[src/rtl/midi_pkg.sv]
`default_nettype none
// ============================================================================
// Module : midi_pkg
// Brief  : Shared MIDI status-range constants and bit-FSM state encoding.
// Rev    : 1.0
// ============================================================================
package midi_pkg;

    localparam logic [7:0] c_STATUS_MIN  = 8'h80;
    localparam logic [7:0] c_ONE_DATA    = 8'hC0;
    localparam logic [7:0] c_TWO_DATA    = 8'hE0;
    localparam logic [7:0] c_SYSTEM_MIN  = 8'hF0;
    localparam logic [7:0] c_REALTIME    = 8'hF8;

    typedef enum logic [2:0] {
        ST_IDLE    = 3'd0,
        ST_START   = 3'd1,
        ST_DATA    = 3'd2,
        ST_STOP    = 3'd3,
        ST_WAIT_HI = 3'd4
    } bit_state_e;

    // Program change and channel pressure carry one data byte; other channel messages carry two.
    function automatic logic [1:0] data_count(input logic [7:0] status);
        return ((status >= c_ONE_DATA) && (status < c_TWO_DATA)) ? 2'd1 : 2'd2;
    endfunction

endpackage
`default_nettype wire

[src/rtl/midi_uart_rx.sv]
`default_nettype none
// ============================================================================
// Module : midi_uart_rx
// Brief  : 16x-oversampled 8N1 receiver with synchronizer and framing check.
// Rev    : 1.0
// ============================================================================
module midi_uart_rx
    import midi_pkg::*;
#(
    parameter int DIV = 48
) (
    input  logic       i_clk,
    input  logic       i_res,
    input  logic       i_rx,
    output logic       o_byte_vld,
    output logic [7:0] o_byte,
    output logic       o_frame_err
);

    localparam int c_DIV = (DIV < 1) ? 1 : DIV;
    localparam int c_TW  = (c_DIV > 1) ? $clog2(c_DIV) : 1;

    logic             r_sync1_q;
    logic             r_sync2_q;
    logic             r_prev_q;
    bit_state_e       r_state_q,  w_state_d;
    logic [c_TW-1:0]  r_tick_q,   w_tick_d;
    logic [3:0]       r_samp_q,   w_samp_d;
    logic [2:0]       r_bit_q,    w_bit_d;
    logic [7:0]       r_shift_q,  w_shift_d;
    logic             w_tick;
    logic             w_accept;
    logic             w_ferr;

    assign w_tick = (r_tick_q == c_TW'(c_DIV - 1));

    always_comb begin
        w_state_d = r_state_q;
        w_tick_d  = w_tick ? '0 : r_tick_q + 1'b1;
        w_samp_d  = r_samp_q;
        w_bit_d   = r_bit_q;
        w_shift_d = r_shift_q;
        w_accept  = 1'b0;
        w_ferr    = 1'b0;
        case (r_state_q)
            ST_IDLE: begin
                w_tick_d = '0;
                w_samp_d = 4'd0;
                if (r_prev_q && !r_sync2_q) begin
                    w_state_d = ST_START;
                end
            end
            ST_START: begin
                if (w_tick) begin
                    w_samp_d = r_samp_q + 4'd1;
                    if (r_samp_q == 4'd7) begin
                        w_samp_d  = 4'd0;
                        w_bit_d   = 3'd0;
                        w_state_d = r_sync2_q ? ST_IDLE : ST_DATA;
                    end
                end
            end
            ST_DATA: begin
                if (w_tick) begin
                    w_samp_d = r_samp_q + 4'd1;
                    if (r_samp_q == 4'd15) begin
                        w_shift_d = {r_sync2_q, r_shift_q[7:1]};
                        w_bit_d   = r_bit_q + 3'd1;
                        if (r_bit_q == 3'd7) begin
                            w_state_d = ST_STOP;
                        end
                    end
                end
            end
            ST_STOP: begin
                if (w_tick) begin
                    w_samp_d = r_samp_q + 4'd1;
                    if (r_samp_q == 4'd15) begin
                        w_accept  = r_sync2_q;
                        w_ferr    = !r_sync2_q;
                        w_state_d = r_sync2_q ? ST_IDLE : ST_WAIT_HI;
                    end
                end
            end
            ST_WAIT_HI: begin
                w_tick_d = '0;
                w_samp_d = 4'd0;
                if (r_sync2_q) begin
                    w_state_d = ST_IDLE;
                end
            end
            default: begin
                w_state_d = ST_IDLE;
            end
        endcase
    end

    // Synchronizer idles high so reset never looks like a start edge.
    always_ff @(posedge i_clk) begin
        if (i_res) begin
            r_sync1_q <= 1'b1;
            r_sync2_q <= 1'b1;
            r_prev_q  <= 1'b1;
            r_state_q <= ST_IDLE;
            r_tick_q  <= '0;
            r_samp_q  <= 4'd0;
            r_bit_q   <= 3'd0;
            r_shift_q <= 8'h00;
        end else begin
            r_sync1_q <= i_rx;
            r_sync2_q <= r_sync1_q;
            r_prev_q  <= r_sync2_q;
            r_state_q <= w_state_d;
            r_tick_q  <= w_tick_d;
            r_samp_q  <= w_samp_d;
            r_bit_q   <= w_bit_d;
            r_shift_q <= w_shift_d;
        end
    end

    // Strobes are asserted in the stop-sample cycle; the frontend registers them.
    assign o_byte_vld  = w_accept;
    assign o_byte      = r_shift_q;
    assign o_frame_err = w_ferr;

endmodule
`default_nettype wire

[src/rtl/midi_rx_frontend.sv]
`default_nettype none
// ============================================================================
// Module : midi_rx_frontend
// Brief  : MIDI receiver with realtime filtering and running-status expansion.
// Rev    : 1.0
// ============================================================================
module midi_rx_frontend
    import midi_pkg::*;
#(
    parameter int CLK_HZ   = 24000000,
    parameter int BAUD     = 31250,
    parameter int RUN_STAT = 1,
    parameter int FILT_RT  = 1
) (
    input  logic       i_clk,
    input  logic       i_res,
    input  logic       i_midi_rx,
    output logic       o_rx_flg,
    output logic [7:0] o_rx_data,
    output logic       o_frame_err
);

    localparam int c_DIV = CLK_HZ / (BAUD * 16);

    logic       w_byte_vld;
    logic [7:0] w_byte;
    logic       w_uart_ferr;

    midi_uart_rx #(
        .DIV (c_DIV)
    ) u_uart (
        .i_clk       (i_clk),
        .i_res       (i_res),
        .i_rx        (i_midi_rx),
        .o_byte_vld  (w_byte_vld),
        .o_byte      (w_byte),
        .o_frame_err (w_uart_ferr)
    );

    logic       r_flg_q,       w_flg_d;
    logic [7:0] r_data_q,      w_data_d;
    logic       r_ferr_q,      w_ferr_d;
    logic       r_pend_q,      w_pend_d;
    logic [7:0] r_pend_data_q, w_pend_data_d;
    logic [7:0] r_rs_q,        w_rs_d;
    logic       r_rs_vld_q,    w_rs_vld_d;
    logic [1:0] r_cnt_q,       w_cnt_d;
    logic       w_is_rt;

    always_comb begin
        w_flg_d       = 1'b0;
        w_data_d      = r_data_q;
        w_ferr_d      = w_uart_ferr;
        w_pend_d      = 1'b0;
        w_pend_data_d = r_pend_data_q;
        w_rs_d        = r_rs_q;
        w_rs_vld_d    = r_rs_vld_q;
        w_cnt_d       = r_cnt_q;
        w_is_rt       = (w_byte >= c_REALTIME);
        if (r_pend_q) begin
            w_flg_d  = 1'b1;
            w_data_d = r_pend_data_q;
        end else if (w_byte_vld && !((FILT_RT != 0) && w_is_rt)) begin
            w_flg_d  = 1'b1;
            w_data_d = w_byte;
            if (w_byte >= c_STATUS_MIN) begin
                if (w_byte < c_SYSTEM_MIN) begin
                    w_rs_d     = w_byte;
                    w_rs_vld_d = 1'b1;
                    w_cnt_d    = data_count(w_byte);
                end else if (!w_is_rt) begin
                    w_rs_vld_d = 1'b0;
                end
            end else if ((RUN_STAT != 0) && (r_cnt_q == 2'd0) && r_rs_vld_q) begin
                // Re-insert the stored status now and the data byte on the next cycle.
                w_data_d      = r_rs_q;
                w_pend_d      = 1'b1;
                w_pend_data_d = w_byte;
                w_cnt_d       = data_count(r_rs_q) - 2'd1;
            end else if (r_cnt_q != 2'd0) begin
                w_cnt_d = r_cnt_q - 2'd1;
            end
        end
    end

    always_ff @(posedge i_clk) begin
        if (i_res) begin
            r_flg_q       <= 1'b0;
            r_data_q      <= 8'h00;
            r_ferr_q      <= 1'b0;
            r_pend_q      <= 1'b0;
            r_pend_data_q <= 8'h00;
            r_rs_q        <= 8'h00;
            r_rs_vld_q    <= 1'b0;
            r_cnt_q       <= 2'd0;
        end else begin
            r_flg_q       <= w_flg_d;
            r_data_q      <= w_data_d;
            r_ferr_q      <= w_ferr_d;
            r_pend_q      <= w_pend_d;
            r_pend_data_q <= w_pend_data_d;
            r_rs_q        <= w_rs_d;
            r_rs_vld_q    <= w_rs_vld_d;
            r_cnt_q       <= w_cnt_d;
        end
    end

    assign o_rx_flg    = r_flg_q;
    assign o_rx_data   = r_data_q;
    assign o_frame_err = r_ferr_q;

endmodule
`default_nettype wire

[config.mk]
export PLATFORM = sky130hd
export DESIGN_NAME = midi_rx_frontend
export DESIGN_NICKNAME = d
export VERILOG_FILES = /design/src/rtl/midi_pkg.sv /design/src/rtl/midi_uart_rx.sv /design/src/rtl/midi_rx_frontend.sv
export SDC_FILE = /design/constraint.sdc
export NUM_CORES = 1
export LEC_CHECK = 0
export CORE_MARGIN = 1
export CORE_UTILIZATION = 37
export CTS_CLUSTER_DIAMETER = 80
export DETAILED_ROUTE_END_ITERATION = 12
export GPL_ROUTABILITY_DRIVEN = 0
export PLACE_DENSITY = 0.6
export SYNTH_ARGS = -nofsm -noshare
export SYNTH_HDL_FRONTEND = slang
export SYNTH_SLANG_ARGS = --single-unit
[constraint.sdc]
create_clock -name i_clk -period 3.4 [get_ports i_clk]
set_input_delay 0.51 -clock i_clk [delete_from_list [all_inputs] [get_ports i_clk]]
set_output_delay 0.51 -clock i_clk [all_outputs]
set_load 0.02 [all_outputs]
[Yosys cells after proc, flatten, opt, wreduce, memory -nomap -nowiden]
Cells that the tools add are included.
Cells by class
  add/subtract/negate cells: 5
  $mul: 0
  divide/modulo/power cells: 0
  order comparisons: 7
  equal/unequal tests: 20
  shift-type cells: 0
  muxes and demuxes: 39
  bitwise logic cells: 6
  reduce and logical (&&, ||, !) cells: 27
Operator list (number)
  $mux 3: 14
  $ge 8x8->1 const B: 4
  $mux 8: 4
  $lt 8x8->1 const B: 3
  $ne 2x1->1 const B: 12
  $reduce_and 4->1: 4
  $pmux 3 s5: 1
  $mux 2: 7
  $mux 4: 3
  $pmux 4 s3: 1
  $reduce_or 4->1: 3
  $reduce_and 9->1: 1
  $mux 1: 8
  $add 6x1->6 const B: 1
  $eq 3x2->1 const B: 2
  $eq 3x3->1 const B: 2
  $eq 6x6->1 const B: 1
  $not 1->1: 6
  $pmux 3 s2: 1
  $reduce_and 3->1: 2
  $reduce_bool 2->1: 3
  $reduce_bool 3->1: 2
  $logic_and 1x1->1: 5
  $reduce_and 5->1: 1
  other kinds (10): 13
Word-level totals
  register bits after elaboration: 57
  latch bits: 0
  RAM bits: 0
  ROM bits: 0
  bits of input ports: 3
  output and inout bits: 10
  memories: 0

[Logic depth before layout (Yosys ltp)]
Gate-level depths: netlist of the first run.
  depth after elaboration: 7
  gate-level depth with buffers: 8

[Hierarchy]
Synthesis of the first run repeated with hierarchy kept, for this count alone.
Second synthesis, totals
  cells, all modules: 283
  area, all modules: 2615.0 um2
By module, submodules not included
  midi_rx_frontend: times used 1, cells each 146, area an instance 1353.8 um2, seq. area each 600.6 um2
  midi_uart_rx: times used 1, cells each 137, area an instance 1261.2 um2, seq. area each 540.5 um2

[Worst setup path before layout of the first run]
Ideal clock, no wire load.
  path kind: reg2reg
  start: register u_uart.r_tick_q[0]
  end: register u_uart.r_state_q[1]
  library setup time: 0.096 ns
  data arrival time: 2.031 ns
  path slack: 1.273 ns
  stages on the path, launching flop included: 8
  path buffers: 1
  cell sequence: dfxtp_1 -> ha_1 -> nand2_1 -> or4_1 -> buf_2 -> a41o_1 -> a221o_1 -> o41ai_2
On the way
  cells in the longest elaborated chain, start to end: 3
  elaborated cells on any way between the ends: 5
RTL lines
  start, declared: RTL line midi_uart_rx.sv:27  | logic [c_TW-1:0] r_tick_q, w_tick_d;
  start signal, assigned: RTL line midi_uart_rx.sv:114  | r_tick_q <= w_tick_d;
  $eq 6x6->1 (*): RTL line midi_uart_rx.sv:35  | assign w_tick = (r_tick_q == c_TW'(c_DIV - 1));
  $ne 2x1->1 (no source line)
  $reduce_and 9->1 (no source line) (*)
  end signal, assigned: RTL line midi_uart_rx.sv:113  | r_state_q <= w_state_d;
  end, declared: RTL line midi_uart_rx.sv:26  | bit_state_e r_state_q, w_state_d;
Mark *: on every way between the ends. The rest lies on a longest branch, timed or not.
A chain may end at the register's enable or synchronous reset.

[Worst setup path in the final report of the first run]
  start: register u_uart.r_tick_q[0]
  end: register r_data_q[0], in the netlist o_rx_data[0]
On the way
  cells in the longest elaborated chain, start to end: 5
RTL lines
  $eq 6x6->1: RTL line midi_uart_rx.sv:35
  $mux 1: RTL line midi_uart_rx.sv:76  | if (w_tick) begin
  $mux 1: RTL line midi_uart_rx.sv:45  | case (r_state_q)
  $logic_and 1x1->1: RTL line midi_rx_frontend.sv:63  | end else if (w_byte_vld && !((FILT_RT != 0) && w_is_rt)) begin
  $reduce_bool 2->1 (no source line)
  end signal, assigned: RTL line midi_rx_frontend.sv:98  | r_data_q <= w_data_d;
  end, declared: RTL line midi_rx_frontend.sv:41  | logic [7:0] r_data_q, w_data_d;
No other way between the ends.

==> results of run 1 <==
[routing by layer]
metal / routed length (um) / vias to the layer above / share of wire (%) / GRT usage (%)
met4: 87 / 0 / 1.7 / 8.93
met3: 153 / 7 / 2.9 / 4.25
met2: 2280 / 29 / 44 / 22.4
met5: 0 / - / 0 / 0
met1: 2710 / 915 / 52 / 23.3
li1: - / 988 / - / -
[registers in the layout (all words and copies together) (netlist names), 2 cells and up]
register / flops
o_rx_data: 8
r_cnt_q: 2
r_pend_data_q: 8
r_rs_q: 8
u_uart.o_byte: 8
u_uart.r_bit_q: 3
u_uart.r_samp_q: 4
u_uart.r_state_q: 3
u_uart.r_tick_q: 6
[worst max-delay path: stages, from the launching register on]
cell and delay [ns]:
dfxtp_1 0.37, ha_1 0.23, nand2_1 0.11, or4_1 0.66, or3_1 0.56, nand2b_4 0.24
o21ai_1 0.16
[final cells by class]
class / count / area share (%)
Clock inverter: 7 / 4.30
Tap cell: 77 / 3.31
Timing Repair Buffer: 15 / 4.90
Sequential cell: 57 / 39.2
Inverter: 3 / 0.387
Multi-Input combinational cell: 192 / 43.6
Clock buffer: 9 / 4.26
[through the flow]
stage	setup WS, ns	utilization [%]	total power [uW]
finish	0.998	45.3	1660
global route	0.797	45.3	1730
CTS	1.01	45.3	1670
detailed placement	1.04	41.4	874
global placement	1.10	41.4	875
floorplan	1.27	-	840
[power by group through the flow]
stage	logic [uW]	registers, uW	clock network (uW)
global route	162	721	850
global placement	142	733	0
detailed placement	142	732	0
finish	144	719	797
floorplan	128	712	0
CTS	143	716	808
[worst paths after layout]
check,from,endpoint,cells past startpoint
hold reg to reg,u_uart.r_sync1_q,u_uart.r_sync2_q,1
setup reg to reg,u_uart.r_tick_q[0],o_rx_data[0],6
setup / recovery,u_uart.r_tick_q[0],o_rx_data[0],6
hold / removal,u_uart.r_sync1_q,u_uart.r_sync2_q,1
[kinds of logic (layout without fill, tap and decap cells)]
| logic type | Yosys count | in the layout |
|---|---|---|
| AO/OA/AOI/OAI | 42 | 42 |
| XOR/XNOR | 6 | 6 |
| adder cells (fa/ha/maj) | 4 | 4 |
| buffers and inverters | 16 | 34 |
| flip-flops | 57 | 57 |
| multiplexers | 34 | 34 |
| AND/OR/NAND/NOR | 106 | 106 |
[layout by cell type, fill, tap and decap left out, types with 5 or more instances in the layout]
master,instances
clkbuf_8,9
nand2_1,9
dfxtp_1,57
a32oi_1,8
nand3_1,9
o21ai_1,8
nor2_1,44
nor3_1,7
and3_1,5
clkdlybuf4s50_1,12
a21oi_1,9
or3_1,6
mux2i_1,34
==> impl_metrics.csv, run 1 <==
group,metric,value,unit
global_route,grt_usage,16.4,%
yosys,synth_cell_types,43,
power_and_ir_drop,vdd_drop_max,0.237,mV
power_and_ir_drop,leakagePower,0.00111,uW
global_route,grt_start_max_net_pins,19,
clocking,cts_tree,"built",
global_route,grt_pass1_vias,1799,
clocking,hold_buffers,0,
critical_path,worst_setup_path_start_kind,"flip-flop",
timing,clock-skew-final,0.00737,ns
cells_and_area,antenna_cells,0,
yosys,synthArstFlopShare,0,%
clocking,post_cts_buffers,0,
timing,tightest_slew,0.670,ns
cells_and_area,drive_above_1_share,9.89,%
critical_path,crit_type,"flip-flop to flip-flop",
cells_and_area,n_fill_cell,608,
timing,slew_viol_final,0,
yosys,syn-num-nets,272,
yosys,syn_area_per_cell,9.34,sq um
floorplanning,chipHeight,83.8,um
yosys,synth-adder-area-share,2.02,%
yosys,ys_warn_count,0,
floorplanning,core,6420,sq um
cells_and_area,multiInputGateArea,1270,sq um
place,dp_hpwl,3590,um
cells_and_area,fin_nets,285,
outcome,outcome,"completed",
clocking,clock-sinks,57,
timing,fin_tns_setup,0,ns
yosys,synth-simple-area-share,21.5,%
floorplanning,die_x,83.8,um
power_and_ir_drop,seqPwrFrac,43.3,%
power_and_ir_drop,power_frac_clock,48.0,%
detailed_routing,ant_nets,0,
clocking,cts-root-buf,"clkbuf_8",
detailed_routing,vias,1939,
global_route,overflow,0,
critical_path,crit_required,3.67,ns
yosys,synth-main-ff-cell,"dfxtp_1",
place,dp.cells,344,
power_and_ir_drop,powerDensity,570,nW/um^2
detailed_routing,drt_iter0_drc,154,
yosys,netlist_top_cells_count,"57 x dfxtp_1, 44 x nor2_1, 34 x mux2i_1",
yosys,synth_area,2480,sq um
min_path,hold_path.class,"flip-flop to flip-flop",
cells_and_area,finish.instance_area,2910,sq um
flow_run,cap_violations,0,
timing,min_period_over_period,70.7,%
floorplanning,io_pins,13,
clocking,path_clk_slew,0.07,ns
clocking,htreeDepth,3,
detailed_routing,drc,0,
yosys,ys_seq_area_share,46.1,%
floorplanning,rows,29,
place,portBuffers,12,
power_and_ir_drop,swShare,25.3,%
yosys,synth_mux_area_share,13.7,%
yosys,synthDominantCellAreaShare,46.1,%
yosys,synth_seq_cells,57,
detailed_routing,via_per_inst,5.39,
yosys,yosysTopAreaCell,"dfxtp_1",
detailed_routing,drtPass1Iterations,4,
detailed_routing,routed_wl,5230,um
timing,fin_crit,2.40,ns
clocking,numCtsBuffers,9,
yosys,ys_top_cells_by_area,"dfxtp_1 46%, mux2i_1 14%, nor2_1 6.7%",
clocking,cts_resized,0,
global_route,antenna_found_initial,0,
power_and_ir_drop,p_comb_share,8.7,%
timing,whs,0.408,ns
critical_path,worstPathArrival,2.67,ns
yosys,synth_top_family_by_area,"simple AND/OR/NAND/NOR gates",
power_and_ir_drop,p_switching,420,uW
critical_path,endpoint_kind,"flip-flop",
cells_and_area,areaGrowthSynthToFinish,17.5,%
yosys,synth-compound-area-share,11.7,%
place,placed_cell_area,2660,sq um
timing,rsz0062_at_grt,"false",
yosys,synth_xor_area_share,2.12,%
floorplanning,start_util,38.6,%
floorplanning,dieArea,7020,sq um
yosys,synth_edf_count,0,
critical_path,cp_max_fo,9,
cells_and_area,final_cells,360,
yosys,netlist_instances,265,
critical_path,rrSetupSlack,1.0,ns
clocking,worstSkewPairLatency,0.34,ns
timing,slew_headroom,54.9,%
yosys,yosysMostFrequentCell,"dfxtp_1",
global_route,grt_pass1_wl,8970,um
detailed_routing,post_drt_wl_per_cell,14.5,um
timing,max_freq,0.416,GHz
cells_and_area,seq_area,1140,sq um
timing,setup_viol,0,
timing,hold_viol,0,
power_and_ir_drop,internal_power,1240,uW
clocking,cts.path.max_buffers,2,
Power figures use the tool's default switching activity.
==> run 2: changes to the inputs <==
==> constraint.sdc (replaced) <==
create_clock -name i_clk -period 2.3 [get_ports i_clk]
set_input_delay 0.345 -clock i_clk [delete_from_list [all_inputs] [get_ports i_clk]]
set_output_delay 0.345 -clock i_clk [all_outputs]
set_load 0.02 [all_outputs]
==> run 2 against run 1 <==
Compared with the run above: global-route usage grew 0.62 points; clock skew grew 0.0051 ns; setup slack lost 0.85 ns; core utilization grew 1.6 points; sequential power grew 47%; flip-flop and latch count is the same; non-clock buffer count grew 14; design area grew 3.6%.
==> impl_metrics.csv, run 2 (synthesis gave the netlist of run 1 again) <==
group,metric,value,unit
critical_path,crit_required,2.56,ns
place,dp.cells,358,
timing,hold_viol,0,
cells_and_area,drive_above_1_share,14.8,%
timing,fin_crit,2.15,ns
power_and_ir_drop,seqPwrFrac,44.9,%
power_and_ir_drop,p_comb_share,9.7,%
floorplanning,rows,29,
power_and_ir_drop,swShare,26.6,%
critical_path,rrSetupSlack,0.15,ns
cells_and_area,antenna_cells,0,
clocking,cts_tree,"built",
critical_path,crit_end,"u_uart.r_state_q[1]",
critical_path,worstPathArrival,2.41,ns
cells_and_area,layout_commonest_cell,"dfxtp_1",
power_and_ir_drop,powerDensity,781,nW/um^2
global_route,grt_start_max_net_pins,42,
outcome,outcome,"completed",
place,place_ws,0.0123,ns
power_and_ir_drop,power_frac_clock,45.5,%
critical_path,worst_setup_path_start_kind,"flip-flop",
critical_path,endpoint_kind,"flip-flop",
critical_path,rr_worst_depth,7,
floorplanning,io_pins,13,
clocking,hold_buffers,0,
clocking,cts.path.max_buffers,2,
timing,max_freq,0.464,GHz
place,dp_hpwl,3680,um
cells_and_area,fin_nets,299,
detailed_routing,post_drt_wl_per_cell,14.5,um
clocking,worstSkewPairLatency,0.35,ns
clocking,numCtsBuffers,9,
timing,final.setup.worst_slack,0.146,ns
critical_path,rr_endpoint,"u_uart.r_state_q[1]",
timing,min_period_over_period,93.7,%
global_route,grt_pass1_wl,9320,um
global_route,grt_usage,17.0,%
global_route,overflow,0,
detailed_routing,ant_nets,0,
floorplanning,chipHeight,83.8,um
detailed_routing,routed_wl,5410,um
power_and_ir_drop,finalPower,2350,uW
timing,whs,0.422,ns
power_and_ir_drop,leakagePower,0.00118,uW
timing,slew_headroom,60.5,%
critical_path,crit_type,"flip-flop to flip-flop",
floorplanning,start_util,38.6,%
floorplanning,die_x,83.8,um
power_and_ir_drop,vdd_drop_max,0.449,mV
detailed_routing,drc,0,
cells_and_area,final_cells,374,
power_and_ir_drop,internal_power,1730,uW
timing,tightest_slew,0.592,ns
clocking,clock-sinks,57,
critical_path,cp_max_fo,3,
min_path,hold_path.class,"flip-flop to flip-flop",
critical_path,r2r-start,"u_uart.r_tick_q[1]",
timing,clock-skew-final,0.0125,ns
timing,rsz0062_at_grt,"false",
power_and_ir_drop,p_switching,626,uW
flow_run,cap_violations,0,
detailed_routing,via_per_inst,5.34,
clocking,cts-root-buf,"clkbuf_8",
place,portBuffers,12,
floorplanning,dieArea,7020,sq um
timing,fin_tns_setup,0,ns
clocking,htreeDepth,3,
global_route,grt_pass1_vias,1874,
global_route,antenna_found_initial,0,
cells_and_area,final_cell_mix,"57 x dfxtp_1, 44 x nor2_1, 34 x mux2i_1",
cells_and_area,areaGrowthSynthToFinish,21.8,%
floorplanning,core,6420,sq um
timing,slew_viol_final,0,
critical_path,crit_start,"u_uart.r_tick_q[1]",
detailed_routing,vias,1998,
detailed_routing,drt_iter0_drc,212,
detailed_routing,drtPass1Iterations,4,
clocking,path_clk_slew,0.07,ns
timing,setup_viol,0,
-- run 2: changes by cell type in the layout (fill, tap and decap cells not counted), sizes merged --
cell | previous run | this run
buf | 3 | 17
clkinv | 1 | 4
inv | 6 | 4
bufinv | 3 | 2
-- run 2: layout make-up --
cell class / instances / area (sq um)
fill: 606 / 3410
timing repair buffer: 29 / 260
clock inverter: 7 / 104
inverter: 3 / 11.3
tap: 77 / 96.3
multi-input combinational: 192 / 1280
clock buffer: 9 / 124
sequential: 57 / 1140
-- run 2: worst max-delay path: stages, from the launching register on --
cell	delay, ns
dfxtp_1	0.34
ha_1	0.21
nand2_1	0.08
buf_4	0.14
or3_1	0.32
or3_1	0.35
a221o_1	0.37
o41ai_2	0.27
-- run 2: per-layer routing --
metal  global-route usage, %  part of all wire [%]  up-vias
met5                       0                     0        -
li1                        -                     -     1014
met2                    24.0                    42       38
met3                    3.26                   3.3        9
met1                    23.8                    51      937
met4                    10.2                   2.7        0
-- run 2: power groups by stage --
stage | Combinational, uW | Sequential (uW) | Clock [uW]
6_report | 228 | 1060 | 1070
5_1_grt | 254 | 1060 | 1130
4_1_cts | 228 | 1050 | 1090
3_5_place_dp | 225 | 1080 | 0
3_3_place_gp | 227 | 1080 | 0
2_1_floorplan | 189 | 1050 | 0
-- run 2: stage by stage --
step / cell area (sq um) / util, %
floorplan: 2480 / -
global placement: 2780 / 43.3
detailed placement: 2780 / 43.3
CTS: 3010 / 46.9
global route: 3020 / 47.0
finish: 3020 / 47.0
-- run 2: how the worst min path moves through the flow --
| stage | cells past startpoint | to | slack, ns | start |
|---|---|---|---|---|
| global placement | 1 | u_uart.r_sync2_q | 0.40 | u_uart.r_sync1_q |
| detailed placement | 1 | u_uart.r_sync2_q | 0.40 | u_uart.r_sync1_q |
| finish | 1 | u_uart.r_sync2_q | 0.42 | u_uart.r_sync1_q |
| CTS | 1 | u_uart.r_sync2_q | 0.42 | u_uart.r_sync1_q |
| global route | 1 | u_uart.r_sync2_q | 0.43 | u_uart.r_sync1_q |
| floorplan | 1 | u_uart.r_sync2_q | 0.39 | u_uart.r_sync1_q |
-- run 2: repair_timing --
action	4_1_cts	5_1_grt
endpoints found under the setup margin	1	2
buffers inserted	0	0
resized for setup	1	1
==> run 3: changes to the inputs <==
--- a/config.mk
+++ b/config.mk
@@ -5,12 +5,14 @@
 export SDC_FILE = /design/constraint.sdc
 export NUM_CORES = 1
 export LEC_CHECK = 0
+export CAP_MARGIN = 25
 export CORE_MARGIN = 1
 export CORE_UTILIZATION = 37
 export CTS_CLUSTER_DIAMETER = 80
 export DETAILED_ROUTE_END_ITERATION = 12
 export GPL_ROUTABILITY_DRIVEN = 0
 export PLACE_DENSITY = 0.6
+export REMOVE_ABC_BUFFERS = 1
 export SYNTH_ARGS = -nofsm -noshare
 export SYNTH_HDL_FRONTEND = slang
 export SYNTH_SLANG_ARGS = --single-unit
==> run 3 against run 2 <==
Compared with the run above: clock skew up 0.0022 ns; register-to-register slack about the same; via count down 1.4%; maximum frequency hardly changed; setup slack hardly changed; power decreased by 5.4%; flip-flop and latch count stayed put; non-clock buffer count is the same; count of clock-buffer cells in the layout did not move; die area unchanged; critical endpoint unchanged; largest cell class unchanged.
==> impl_metrics.csv, run 3 (synthesis gave the netlist of run 1 again) <==
group,metric,value,unit
clocking,path_clk_slew,0.07,ns
cells_and_area,antenna_cells,0,
clocking,cts.path.max_buffers,2,
floorplanning,io_pins,13,
critical_path,crit_required,2.55,ns
timing,fin_crit,2.15,ns
global_route,antenna_found_initial,0,
global_route,grt_pass1_wl,8940,um
floorplanning,dieArea,7020,sq um
clocking,clock-sinks,57,
outcome,outcome,"completed",
floorplanning,chipHeight,83.8,um
floorplanning,rows,29,
power_and_ir_drop,vdd_drop_max,0.414,mV
power_and_ir_drop,leakagePower,0.00115,uW
detailed_routing,vias,1970,
clocking,cts-root-buf,"clkbuf_8",
place,placed_cell_area,2780,sq um
clocking,htreeDepth,3,
floorplanning,core,6420,sq um
timing,slew_viol_final,0,
cells_and_area,final_cell_mix,"57 x dfxtp_1, 44 x nor2_1, 34 x mux2i_1",
floorplanning,die_x,83.8,um
floorplanning,start_util,38.6,%
global_route,grt_start_max_net_pins,30,
place,portBuffers,12,
timing,setup_viol,0,
power_and_ir_drop,powerDensity,745,nW/um^2
global_route,grt_usage,16.3,%
timing,min_period_over_period,93.6,%
global_route,grt_pass1_vias,1855,
cells_and_area,post-route-util,46.6,%
cells_and_area,drive_above_1_share,14.8,%
detailed_routing,via_per_inst,5.27,
timing,rsz0062_at_grt,"false",
detailed_routing,ant_nets,0,
detailed_routing,drtPass1Iterations,4,
flow_run,cap_violations,0,
clocking,hold_buffers,0,
timing,max_freq,0.464,GHz
critical_path,worst_setup_path_start_kind,"flip-flop",
clocking,cts_tree,"built",
timing,clock-skew-final,0.0147,ns
clocking,numCtsBuffers,9,
timing,hold_viol,0,
cells_and_area,layout_commonest_cell,"dfxtp_1",
critical_path,cp_max_fo,3,
detailed_routing,routed_wl,5190,um
detailed_routing,post_drt_wl_per_cell,13.9,um
cells_and_area,finish.instance_area,2990,sq um
min_path,hold_path.class,"flip-flop to flip-flop",
detailed_routing,drt_iter0_drc,151,
timing,slew_headroom,63.4,%
global_route,overflow,0,
cells_and_area,areaGrowthSynthToFinish,20.8,%
critical_path,worstPathArrival,2.40,ns
timing,tightest_slew,0.544,ns
detailed_routing,drc,0,
place,dp_hpwl,3780,um
cells_and_area,fin_nets,299,
clocking,worstSkewPairLatency,0.34,ns
critical_path,crit_type,"flip-flop to flip-flop",
critical_path,endpoint_kind,"flip-flop",
==> run 3: cell count changes in the layout (fill, tap and decap cells not counted), sizes merged <==
| cell | delta |
|---|---|
| bufinv | -1 |
| clkinv | -2 |
| clkinvlp | +3 |
==> run 3: repair_timing <==
item / 4_1_cts / 5_1_grt
setup buffers: 0 / 0
setup endpoints to repair: 0 / 9
resized for setup: 0 / 2
==> run 3: area by class of cell <==
type	count	area (sq um)
clock buffers	9	124
fillers	639	3430
clock inverters	7	78.8
flip-flops and latches	57	1140
well taps	77	96.3
inverters	3	11.3
repair buffers	29	260
multi-input cells	192	1280
==> run 3: stage by stage <==
stage | power [uW] | worst slack (ns) | TNS, ns | hold WS (ns) | instances
finish | 2230 | 0.146 | 0 | 0.413 | 374
global route | 2330 | 0.0100 | 0 | 0.420 | 374
CTS | 2250 | 0.0577 | 0 | 0.416 | 374
detailed placement | 1300 | 0.0537 | 0 | 0.396 | 358
global placement | 1300 | 0.0896 | 0 | 0.398 | 358
floorplan | 1230 | -0.486 | -3.58 | 0.389 | 252
==> run 3: report_power, final <==
part	leakage [uW]	internal (uW)	total, uW	switching (uW)
logic	0.000600	94.6	220	126
clock network	0.0000921	506	952	446
registers	0.000460	1010	1050	42.2
==> run 3: layer usage <==
layer | GRT usage [%] | vias up | routed length, um
met1 | 22.0 | 929 | 2660
met5 | 0 | - | 0
met2 | 24.0 | 23 | 2270
met4 | 5.64 | 0 | 86
li1 | - | 1012 | -
met3 | 5.93 | 6 | 169
==> run 3: worst paths after layout <==
| check | from | endpoint | slack, ns | cells after the start |
|---|---|---|---|---|
| max reg2reg | u_uart.r_tick_q[1] | u_uart.r_state_q[1] | 0.15 | 7 |
| min reg2reg | u_uart.r_sync1_q | u_uart.r_sync2_q | 0.41 | 1 |
| min | u_uart.r_sync1_q | u_uart.r_sync2_q | 0.41 | 1 |
| max | u_uart.r_tick_q[1] | u_uart.r_state_q[1] | 0.15 | 7 |
==> run 3: critical path, stage by stage (launching register included) <==
cell     delay (ns)
dfxtp_1        0.35
ha_1           0.21
nand2_1        0.09
buf_4          0.14
or3_1          0.32
or3_1          0.35
a221o_1        0.36
o41ai_2        0.27
